File: src/rtl/seg_scan_controller.sv
// Four-digit seven-segment scan controller.
// Binary-to-BCD via double dabble, atomic commit, blanked multiplexed scan.
module seg_scan_controller #(
  parameter int CLK_DIV      = 199999,
  parameter int BLANK_CYCLES = 2000
) (
  input  logic        clkin,
  input  logic        reset,
  input  logic [13:0] value,
  input  logic        value_valid,
  output logic        value_ready,
  input  logic        lz_blank,
  output logic [3:0]  seg_select,
  output logic [7:0]  seg_code,
  output logic        overrange
);

  localparam int PW = $clog2(CLK_DIV + 1);
  localparam logic [PW-1:0] P_TC  = CLK_DIV[PW-1:0];
  localparam logic [PW-1:0] P_BLK = BLANK_CYCLES[PW-1:0];

  typedef enum logic [1:0] {IDLE, CONV, COMMIT} state_t;

  state_t        state_q, state_d;
  logic [13:0]   sh_q, sh_d;
  logic [15:0]   bcd_q, bcd_d;
  logic [3:0]    it_q, it_d;
  logic          pend_q, pend_d;
  logic [15:0]   dig_q, dig_d;
  logic          ovr_q, ovr_d;
  logic [PW-1:0] presc_q, presc_d;
  logic [1:0]    idx_q, idx_d;
  logic [3:0]    sel_q, sel_d;
  logic [7:0]    code_q, code_d;
  logic [15:0]   adj;
  logic [3:0]    nib;
  logic          lz_hit;

  function automatic logic [7:0] dec(input logic [3:0] d);
    logic [7:0] c;
    case (d)
      4'd0:    c = 8'b00000011;
      4'd1:    c = 8'b10011111;
      4'd2:    c = 8'b00100101;
      4'd3:    c = 8'b00001101;
      4'd4:    c = 8'b10011001;
      4'd5:    c = 8'b01001001;
      4'd6:    c = 8'b01000001;
      4'd7:    c = 8'b00011111;
      4'd8:    c = 8'b00000001;
      4'd9:    c = 8'b00001001;
      default: c = 8'b11111111;
    endcase
    return c;
  endfunction

  assign value_ready = (state_q == IDLE);

  always_comb begin
    state_d = state_q;
    sh_d    = sh_q;
    bcd_d   = bcd_q;
    it_d    = it_q;
    pend_d  = pend_q;
    dig_d   = dig_q;
    ovr_d   = ovr_q;
    adj     = bcd_q;
    for (int n = 0; n < 4; n++) begin
      if (adj[n*4 +: 4] >= 4'd5) adj[n*4 +: 4] = adj[n*4 +: 4] + 4'd3;
    end
    unique case (state_q)
      IDLE: begin
        if (value_valid) begin
          sh_d    = value;
          bcd_d   = '0;
          it_d    = '0;
          pend_d  = (value > 14'd9999);
          state_d = CONV;
        end
      end
      CONV: begin
        {bcd_d, sh_d} = {adj[14:0], sh_q, 1'b0};
        it_d = it_q + 4'd1;
        if (it_q == 4'd13) state_d = COMMIT;
      end
      COMMIT: begin
        ovr_d = pend_q;
        if (!pend_q) dig_d = bcd_q;
        state_d = IDLE;
      end
      default: state_d = IDLE;
    endcase
  end

  always_comb begin
    presc_d = (presc_q == P_TC) ? '0 : presc_q + 1'b1;
    idx_d   = (presc_q == P_TC) ? idx_q + 2'd1 : idx_q;
    unique case (idx_q)
      2'd0: begin nib = dig_q[3:0];   lz_hit = 1'b0;                 end
      2'd1: begin nib = dig_q[7:4];   lz_hit = (dig_q[15:4] == '0);  end
      2'd2: begin nib = dig_q[11:8];  lz_hit = (dig_q[15:8] == '0);  end
      default: begin nib = dig_q[15:12]; lz_hit = (dig_q[15:12] == '0); end
    endcase
    sel_d  = 4'b1111;
    code_d = 8'hFF;
    if (presc_q >= P_BLK) begin
      sel_d = ~(4'b0001 << idx_q);
      if (ovr_q)                 code_d = 8'b11111101;
      else if (lz_blank && lz_hit) code_d = 8'hFF;
      else                       code_d = dec(nib);
    end
  end

  always_ff @(posedge clkin or negedge reset) begin
    if (!reset) begin
      state_q <= IDLE;
      sh_q    <= '0;
      bcd_q   <= '0;
      it_q    <= '0;
      pend_q  <= 1'b0;
      dig_q   <= '0;
      ovr_q   <= 1'b0;
      presc_q <= '0;
      idx_q   <= '0;
      sel_q   <= 4'b1111;
      code_q  <= 8'hFF;
    end else begin
      state_q <= state_d;
      sh_q    <= sh_d;
      bcd_q   <= bcd_d;
      it_q    <= it_d;
      pend_q  <= pend_d;
      dig_q   <= dig_d;
      ovr_q   <= ovr_d;
      presc_q <= presc_d;
      idx_q   <= idx_d;
      sel_q   <= sel_d;
      code_q  <= code_d;
    end
  end

  assign seg_select = sel_q;
  assign seg_code   = code_q;
  assign overrange  = ovr_q;

endmodule
File: config.mk
export PLATFORM = sky130hd
export DESIGN_NAME = seg_scan_controller
export DESIGN_NICKNAME = d
export VERILOG_FILES = /design/src/rtl/seg_scan_controller.sv
export SDC_FILE = /design/constraint.sdc
export NUM_CORES = 1
export LEC_CHECK = 0
export ABC_AREA = 1
export CORE_MARGIN = 2
export CORE_UTILIZATION = 50
export DETAILED_ROUTE_END_ITERATION = 16
export PLACE_DENSITY = 0.7
export SETUP_SLACK_MARGIN = 0.5
export SKIP_LAST_GASP = 1
export SYNTH_ARGS = -nofsm -noshare
export SYNTH_HDL_FRONTEND = slang
export SYNTH_SLANG_ARGS = --single-unit
File: constraint.sdc
create_clock -name clkin -period 2.61 [get_ports clkin]
set_clock_uncertainty 0.1 [all_clocks]
set_input_delay 0.3915 -clock clkin [delete_from_list [all_inputs] [get_ports clkin]]
set_output_delay 0.3915 -clock clkin [all_outputs]
set_load 0.05 [all_outputs]
---- Yosys cells after proc, flatten, opt, wreduce, memory -nomap -nowiden ----
Memories as Yosys holds them, arrays and structs flattened.
Index checks and enable logic that the tools add are counted.
operators by class
  $lt $le $gt $ge ......................... 6
  add/subtract/negate cells ............... 7
  shift-type cells ........................ 1
  bitwise logic cells ..................... 2
  equal/unequal tests ..................... 8
  muxes and demuxes ....................... 20
  reductions and logical operators ........ 11
operators with widths
  cell                                                   number
  case mux 16 bit (2 select lines)                       1
  case mux 14 bit (2 select lines)                       1
  2-to-1 mux 8 bit                                       3
  2-to-1 mux 4 bit                                       5
  adder 18 x 1 -> 18 bit, second input constant          1
  equality test 18 bit, second input constant            1
  >= comparator 18 x 11 -> 1 bit, second input constant  1
  2-to-1 mux 18 bit                                      1
  >= comparator 4 x 3 -> 1 bit, second input constant    4
  2-to-1 mux 16 bit                                      1
  > comparator 14 bit, second input constant             1
  2-to-1 mux 14 bit                                      1
  adder 4 x 2 -> 4 bit, second input constant            3
  logical NOT 12 bit                                     1
  case mux 4 bit (3 select lines)                        1
  logical NOT 8 bit                                      1
  case mux 4 bit (2 select lines)                        1
  AND reduction 2 bit                                    4
  adder 4 x 1 -> 4 bit, second input constant            1
  equality test 2 x 1 -> 1 bit, second input constant    2
  equality test 2 bit, second input constant             2
  equality test 4 bit, second input constant             1
  logical NOT 2 bit                                      2
  logical NOT 4 bit                                      1
  12 further kinds                                       14
storage, ports and cells
  word-level logic and storage cells ...... 67
  memories ................................ 1
  memory bits (read-only) ................. 112
  flip-flop bits (word level) ............. 86
memories
  memory           words  bits a word  read ports  clocked after memory_dff  wr ports  RTL line  RTL
  (no name shown)  16     7            1           0                         0         41        case (d)

---- Depth between registers and ports, before layout ----
Gate-level depths: netlist of the first run.
  depth after elaboration ................. 6
  gate-level depth with buffers ........... 12

---- Worst setup path after synthesis of the first run ----
Ideal clock, no wire load.
  kind .................................... reg-to-reg
  from .................................... register state_q[1]
  to ...................................... register bcd_q[12]
  setup time .............................. 0.125 ns
  data required time ...................... 2.385 ns
  clock period less this slack ............ 2.075 ns
  data arrival time ....................... 1.850 ns
  path slack .............................. 0.535 ns
  buffers on the path ..................... 2
  cell stages (with the launch flop) ...... 7
  cell sequence ........................... dfrtp_1 nor2_1 nand2_2 nand2_1 buf_2 buf_4 o22ai_1
between the ends
  cells in the longest elaborated chain, start to end .. 3
  elaborated cells on any way between the ends .. 6
  those cells by class .................... eq/ne: 2; mux: 1; reduce/logical: 3
ends and longest elaborated chain
  element                                                                RTL line  RTL
  start, declared                                                        24        state_t state_q, state_d;
  start signal, assigned                                                 128       state_q <= state_d;
  logical NOT 2 bit *                                                    --
  named net value_ready                                                  11        output logic value_ready,
  inequality test 2 bit (no line) or nonzero test 2 bit (tied branches)  --
  AND reduction 2 bit (no line)                                          --
  end signal, assigned                                                   118       bcd_q <= '0;
  end signal, assigned                                                   130       bcd_q <= bcd_d;
  end, declared                                                          26        logic [15:0] bcd_q, bcd_d;
The timed path passes the listed nets; every way through them passes the cells marked *.
A chain may end at the register's enable or synchronous reset.

---- Worst setup path in the final report of the first run ----
  from .................................... register idx_q[0]
  to ...................................... register code_q[4], in the netlist seg_code[4]
between the ends
  cells in the longest elaborated chain, start to end .. 6
  elaborated cells on any way between the ends .. 10
  those cells by class .................... eq/ne: 2; mux: 5; reduce/logical: 2; memory: 1
ends and longest elaborated chain
  element                                                                             RTL line  RTL
  start, declared                                                                     32        logic [1:0] idx_q, idx_d;
  start signal, assigned                                                              136       idx_q <= idx_d;
  equality test 2 bit (tied with other cells)                                         98        unique case (idx_q)
  case mux 4 bit (3 select lines) or case mux 1 bit (3 select lines) (tied branches)  98
  memory read (16 x 7 bit) or logical AND 1 bit (tied branches)                       --
  2-to-1 mux 8 bit *                                                                  109       else if (lz_blank && lz_hit) code_d = 8'hFF;
  2-to-1 mux 8 bit *                                                                  108       if (ovr_q) code_d = 8'b11111101;
  2-to-1 mux 8 bit *                                                                  106       if (presc_q >= P_BLK) begin
  named net code_d[4]                                                                 34        logic [7:0] code_q, code_d;
  end signal, assigned                                                                138       code_q <= code_d;
  end, declared                                                                       34
Marked as above.

==> metrics.yaml, run 1 <==
worst_ep_arrival_time_ps: 2210
ys_seq_area_frac: 0.493
ir_drop_uv: 606
dieHeight_um: 97.2
num_io_pins: 32
antenna_found_initial: 0
reg2reg_slack_ps: 590
dieArea_sq_mm: 0.00944
insertion_delay_ps: 360
tns_ps: 0
drtIter0Drc: 162
grt_max_degree: 50
crit_chain: "inv_2 > ha_2 > nand2_1 > nand2_1 > nor2_1 > nor2_2 > ha_1 > or2_2 > nand3_1 > nand2_1"
numCtsBuffers: 9
wl_per_cell_um: 13.3
p_int_mw: 2.89
yosys-top-cells-area: "dfrtp_1 (43%), nand2_1 (7.7%), dfstp_2 (6.7%)"
fin_ws_ps: 594
syn_area_sq_mm: 0.00434
ys_ff_latch: 85
synth_top_area_cell: "dfrtp_1"
initial_utilization: 0.523
slew_viol_final: 0
first_global_vias: 3326
yosysTopAreaCellShare: 0.427
synth_nets: 541
start_kind: "flop"
min_path_cells: 1
clock_sinks: 85
swShare: 0.376
first_pass_iters: 4
cpPeakStageDelay_ps: 430
crit_slowest_cell: "dfrtp_1"
cp.required_ps: 2800
p_comb_frac: 0.354
timing.final.crit_share: 0.772
vias_per_cell: 5.22
ys_types: 39
diodes: 0
ys.flop_type: "dfrtp_1"
status: "completed"
ys_async_sr_fraction: 1.00
clock.fmax_mhz: 496
synth_edf_count: 0
netlist_instances: 501
setup_viol: 0
cpMostUsedCell: "nand2_1"
rr_worst_depth: 10
grt_pass1_wl_um: 15200
cp_max_fo: 5
rsz0062_at_grt: "no"
period_minus_slack_ps: 2020
switching_power_mw: 1.74
die-width_um: 97.2
gr-total-overflow: 0
reg2reg_to: "seg_code[4]"
p_leak_nw: 2.43
cts-root-buf: "clkbuf_8"
r2r_start: "idx_q[0]"
drive_gt1_frac: 0.136
maxCapViolations: 0
final_util: 0.611
worstHoldPathType: "reg2reg"
cts_tree: "built"
vias: 3395
p_per_area_mw_per_mm2: 915
syn2layout_area_growth_pct: 16.8
drt-total-wl_um: 8660
hold_path_startpoint: "it_q[3]"
fillers: 713
crit_type: "reg2reg"
pwr-share-seq: 0.419
grtUsageTotal: 0.195
drc: 0
pwr-share-clk: 0.227
end_kind: "flop"
cts_buffer_depth: 2
clk_pin_slew_worst_paths_ps: 80
h-tree-depth: 3
min_to: "it_q[3]"
hold_viol_final: 0
dp_hpwl_um: 6060
nets: 581
post-place-ws_ps: 392
whs_ps: 388
portBuffers: 30
gp_congestion: 0.904
yosys_warnings: 0
rows: 33
ant_nets: 0
avgSynthCellArea_sq_um: 8.66
core_sq_mm: 0.00830
==> critical path, delay by kind of cell (launching register included) <==
family        cells  cell delay [ps]
simple gates      7              810
fa+ha+maj         2              500
flops             1              430
buf+inv           1              130
==> cell usage after synthesis (3+ instances only) <==
cell type,instances
nand2_1,89
dfrtp_1,74
inv_1,67
o21ai_0,40
nor2_1,38
a21oi_1,33
nand3_1,23
ha_1,22
o22ai_1,19
xor2_1,13
dfstp_2,11
nand4_1,9
o21ai_1,8
clkbuf_1,7
inv_2,6
nand2_2,5
nor2_4,3
nor3_1,3
nor3_2,3
==> layer usage <==
metal  vias to the layer above  GRT usage  wire (um)
met5                         -          0          0
met3                         8     0.0374        293
met1                      1613      0.268       4260
li1                       1720          -          -
met2                        54      0.308       3990
met4                         0     0.0737        121
==> how the worst max path moves through the flow <==
| stage | start | to | slack (ps) | cells after the start |
|---|---|---|---|---|
| 2_1_floorplan | state_q[1] | bcd_q[12] | 540 | 6 |
| 3_3_place_gp | idx_q[0] | seg_code[1] | 500 | 12 |
| 3_5_place_dp | idx_q[0] | seg_code[1] | 390 | 12 |
| 4_1_cts | idx_q[0] | seg_code[4] | 500 | 10 |
| 5_1_grt | idx_q[0] | seg_code[4] | 470 | 10 |
| 6_report | idx_q[0] | seg_code[4] | 590 | 10 |
==> registers in the layout, indices dropped and copies added, names as in the netlist <==
signal and flops:
seg_select 4, state_q 2, sh_q 14, overrange 1, it_q 4, idx_q 2, pend_q 1, bcd_q 16
presc_q 18, seg_code 7, dig_q 16
==> cell usage in the layout, fill, tap and decap left out, types with 2 or more instances in the layout <==
master / count
o21ai_0: 39
nand2_4: 2
dfrtp_1: 73
nand3_2: 2
o22ai_1: 18
nor4_1: 2
clkdlybuf4s50_1: 17
dlygate4sd2_1: 12
clkbuf_1: 2
nor2_2: 3
xor2_1: 13
o21ai_1: 8
bufinv_16: 2
nand2_1: 89
o211ai_1: 2
nor2_1: 37
dfstp_2: 11
inv_2: 9
ha_4: 2
a21oi_1: 33
nand2_2: 5
nor3_2: 3
nor2_4: 3
buf_4: 9
ha_1: 19
or2_2: 2
clkbuf_8: 11
inv_1: 64
nand4_1: 9
nor3_1: 3
nand3_1: 23
==> power by group through the flow <==
stage	sequential [mW]	clock, mW	combinational (mW)
after floorplan	1.91	0	1.23
after global placement	1.94	0	1.55
after detailed placement	1.96	0	1.61
after CTS	1.94	1.08	1.62
after global routing	1.99	1.14	1.92
final	1.94	1.05	1.64
==> cell families (layout without fill, tap and decap cells) <==
| logic type | count (synthesis) | after routing | share of synthesized area |
|---|---|---|---|
| simple gates | 188 | 188 | 0.204 |
| compound gates | 106 | 106 | 0.134 |
| flops | 85 | 85 | 0.493 |
| buf+inv | 85 | 130 | 0.0758 |
| fa+ha+maj | 22 | 22 | 0.0634 |
| xor+xnor | 13 | 13 | 0.0262 |
| other cells | 1 | 1 | 0.000864 |
| mux | 1 | 1 | 0.00231 |
==> metrics by stage <==
step	std cells	total power [mW]	area, sq um
floorplan	501	3.14	4340
global placement	628	3.49	4750
detailed placement	628	3.57	4750
CTS	645	4.64	4980
global route	651	5.04	5070
finish	651	4.64	5070
==> area by class of cell <==
class | count | area, sq um | share of cell area
clock inverters | 3 | 67.6 | 0.0133
flip-flops and latches | 85 | 2140 | 0.423
well taps | 105 | 131 | 0.0259
repair buffers | 40 | 373 | 0.0736
multi-input cells | 331 | 1920 | 0.378
inverters | 74 | 278 | 0.0548
clock buffers | 13 | 159 | 0.0314
==> repair_timing <==
| item | 4_1_cts | 5_1_grt |
|---|---|---|
| gates resized for setup | 14 | 12 |
| pin swaps | 0 | 3 |
| setup endpoints to repair | 16 | 6 |
| hold buffers | 1 | 0 |
| hold endpoints to repair | 36 | 0 |
| buffers inserted | 0 | 6 |
No activity file was read; power rests on OpenSTA's default activity.
==> run 2: changes to the inputs <==
==> constraint.sdc (replaced) <==
create_clock -name clkin -period 1.9 [get_ports clkin]
set_clock_uncertainty 0.1 [all_clocks]
set_input_delay 0.285 -clock clkin [delete_from_list [all_inputs] [get_ports clkin]]
set_output_delay 0.285 -clock clkin [all_outputs]
set_load 0.05 [all_outputs]
==> run 2 against run 1 <==
Total power increased by 72%. Final cell count is 8.8% higher. Fmax up 6.8%. Via count is 13% higher. Clock power rose by 12%. First-iteration DRC count grew 10%. Non-clock buffer count grew 56. Global-route usage is 1.7 points higher. Largest cell class is now multi-input combinational cells. Largest power group is now combinational logic. Highest routed layer unchanged.
==> metrics.yaml, run 2 (synthesis gave the netlist of run 1 again) <==
clock.fmax_mhz: 530  # was 496 MHz
portBuffers: 30  # unchanged
ant_nets: 0  # unchanged
rows: 33  # unchanged
crit_start: "idx_q[0]"  # unchanged
setup.worst_path.end: "seg_code[1]"  # was seg_code[4]
drt-total-wl_um: 11100  # was 8660 um
gp_congestion: 0.833  # was 0.904
core_sq_mm: 0.00830  # unchanged
rsz0062_at_grt: "yes"  # was no
end_kind: "flop"  # unchanged
drtIter0Drc: 179  # was 162
postLayoutCellArea_sq_mm: 0.00630  # was 0.00507 sq mm
dp_cells: 633  # was 628
rr_worst_depth: 13  # was 10
numCtsBuffers: 9  # unchanged
tns_ps: 0  # unchanged
reg2reg_to: "seg_code[1]"  # was seg_code[4]
num_io_pins: 32  # unchanged
insertion_delay_ps: 360  # about the same
status: "completed"  # unchanged
vias_per_cell: 5.42  # was 5.22
drive_gt1_frac: 0.453  # was 0.136
wl_per_cell_um: 15.6  # was 13.3 um
first_global_vias: 3579  # was 3326
first_pass_iters: 5  # was 4
cts-root-buf: "clkbuf_8"  # unchanged
top_regs: "presc_q x18, bcd_q x16, dig_q x16"  # unchanged
grtUsageTotal: 0.211  # was 0.195
hold_viol_final: 0  # unchanged
vias: 3835  # was 3395
grt_max_degree: 33  # was 50
dp_hpwl_um: 6290  # was 6060 um
start_kind: "flop"  # unchanged
maxCapViolations: 0  # unchanged
finalNonFillerCells: 708  # was 651
p_leak_nw: 2.93  # was 2.43 nW
cts_tree: "built"  # unchanged
h-tree-depth: 3  # unchanged
cp_max_fo: 5  # unchanged
period_minus_slack_ps: 1890  # was 2020 ps
top_register: "presc_q"  # unchanged
fillers: 509  # was 713
crit_type: "reg2reg"  # unchanged
p_per_area_mw_per_mm2: 1260  # was 915 mW/mm^2
cp.required_ps: 2100  # was 2800 ps
final_common_cell: "nand2_1"  # unchanged
grt_pass1_wl_um: 16400  # was 15200 um
reg2reg_slack_ps: 10  # was 590 ps
ir_drop_uv: 814  # was 606 uV
syn2layout_area_growth_pct: 45.2  # was 16.8%
r2r_start: "idx_q[0]"  # unchanged
die-width_um: 97.2  # unchanged
diodes: 0  # unchanged
worst_ep_arrival_time_ps: 2080  # was 2210 ps
drc: 0  # unchanged
nets: 640  # was 581
timing.final.crit_share: 0.994  # was 0.772
antenna_found_initial: 0  # unchanged
largest_reg_flops: 18  # unchanged
clk_pin_slew_worst_paths_ps: 80  # about the same
initial_utilization: 0.523  # unchanged
cts_buffer_depth: 2  # unchanged
final_cell_mix: "nand2_1 (65), dfrtp_1 (63), inv_1 (50)"  # was nand2_1 (89), dfrtp_1 (73), inv_1 (64)
regArea_sq_mm: 0.00215  # was 0.00214 sq mm
dpl_cell_area_sq_mm: 0.00493  # was 0.00475 sq mm
dieHeight_um: 97.2  # unchanged
p_total_mw: 7.97  # was 4.64 mW
worstHoldPathType: "in2async"  # was reg2reg
multi_input_comb_area_sq_mm: 0.00248  # was 0.00192 sq mm
gr-total-overflow: 0  # unchanged
slew_viol_final: 0  # unchanged
dieArea_sq_mm: 0.00944  # unchanged
setup_viol: 0  # unchanged
clock_sinks: 85  # unchanged
## run 2: critical path, cell delays in order (launching register included)
cell      delay [ps]
dfrtp_2          470
inv_4             70
ha_4             180
nand2_2           60
nand2_2           50
nor2_2           110
nor2_2            60
buf_6            130
ha_4             140
nand3b_1         170
nand3_1           90
nand3_1           60
nand2_1           60
nand2_1           50
## run 2: what timing repair did
item | in CTS | in global routing
cloned | 1 | 5
hold buffers | 1 | 0
resized for setup | 71 | 126
hold endpoints to repair | 26 | 0
pin swaps | 16 | 44
setup buffers | 25 | 29
setup endpoints to repair | 66 | 84
## run 2: how the worst min path moves through the flow
stage                       to  depth (start not counted)  startpoint
finish              presc_q[9]                          2       reset
global route        presc_q[2]                          2       reset
CTS                 presc_q[9]                          2       reset
detailed placement  presc_q[9]                          1       reset
global placement    presc_q[9]                          1       reset
floorplan             bcd_q[0]                          0       reset
## run 2: area by class of cell
type / instances / share of cell area
inverter: 74 / 0.0504
timing repair buffer: 96 / 0.162
timing repair inverter: 3 / 0.00338
clock buffer: 11 / 0.0240
multi-input combinational: 331 / 0.394
sequential: 85 / 0.342
tap: 105 / 0.0208
clock inverter: 3 / 0.00357
## run 2: routing by layer
metal  part of all wire  vias up  GRT usage
li1                   -     1845          -
met3              0.040       18     0.0273
met4              0.017        0     0.0856
met2               0.51       93      0.354
met5                  0        -          0
met1               0.43     1879      0.279
## run 2: per-stage QoR
step           setup slack [ps]  hold WS (ps)   util
3_5_place_dp              -22.2           135  0.594
5_1_grt                   -73.9           321  0.759
3_3_place_gp               60.7           134  0.594
4_1_cts                    54.4           282  0.673
2_1_floorplan               105          -111      -
6_report                   12.2           284  0.759
## run 2: where the power goes
part / switching (mW) / internal [mW]
registers: 0.412 / 2.32
clock network: 0.649 / 0.532
logic: 2.19 / 1.87
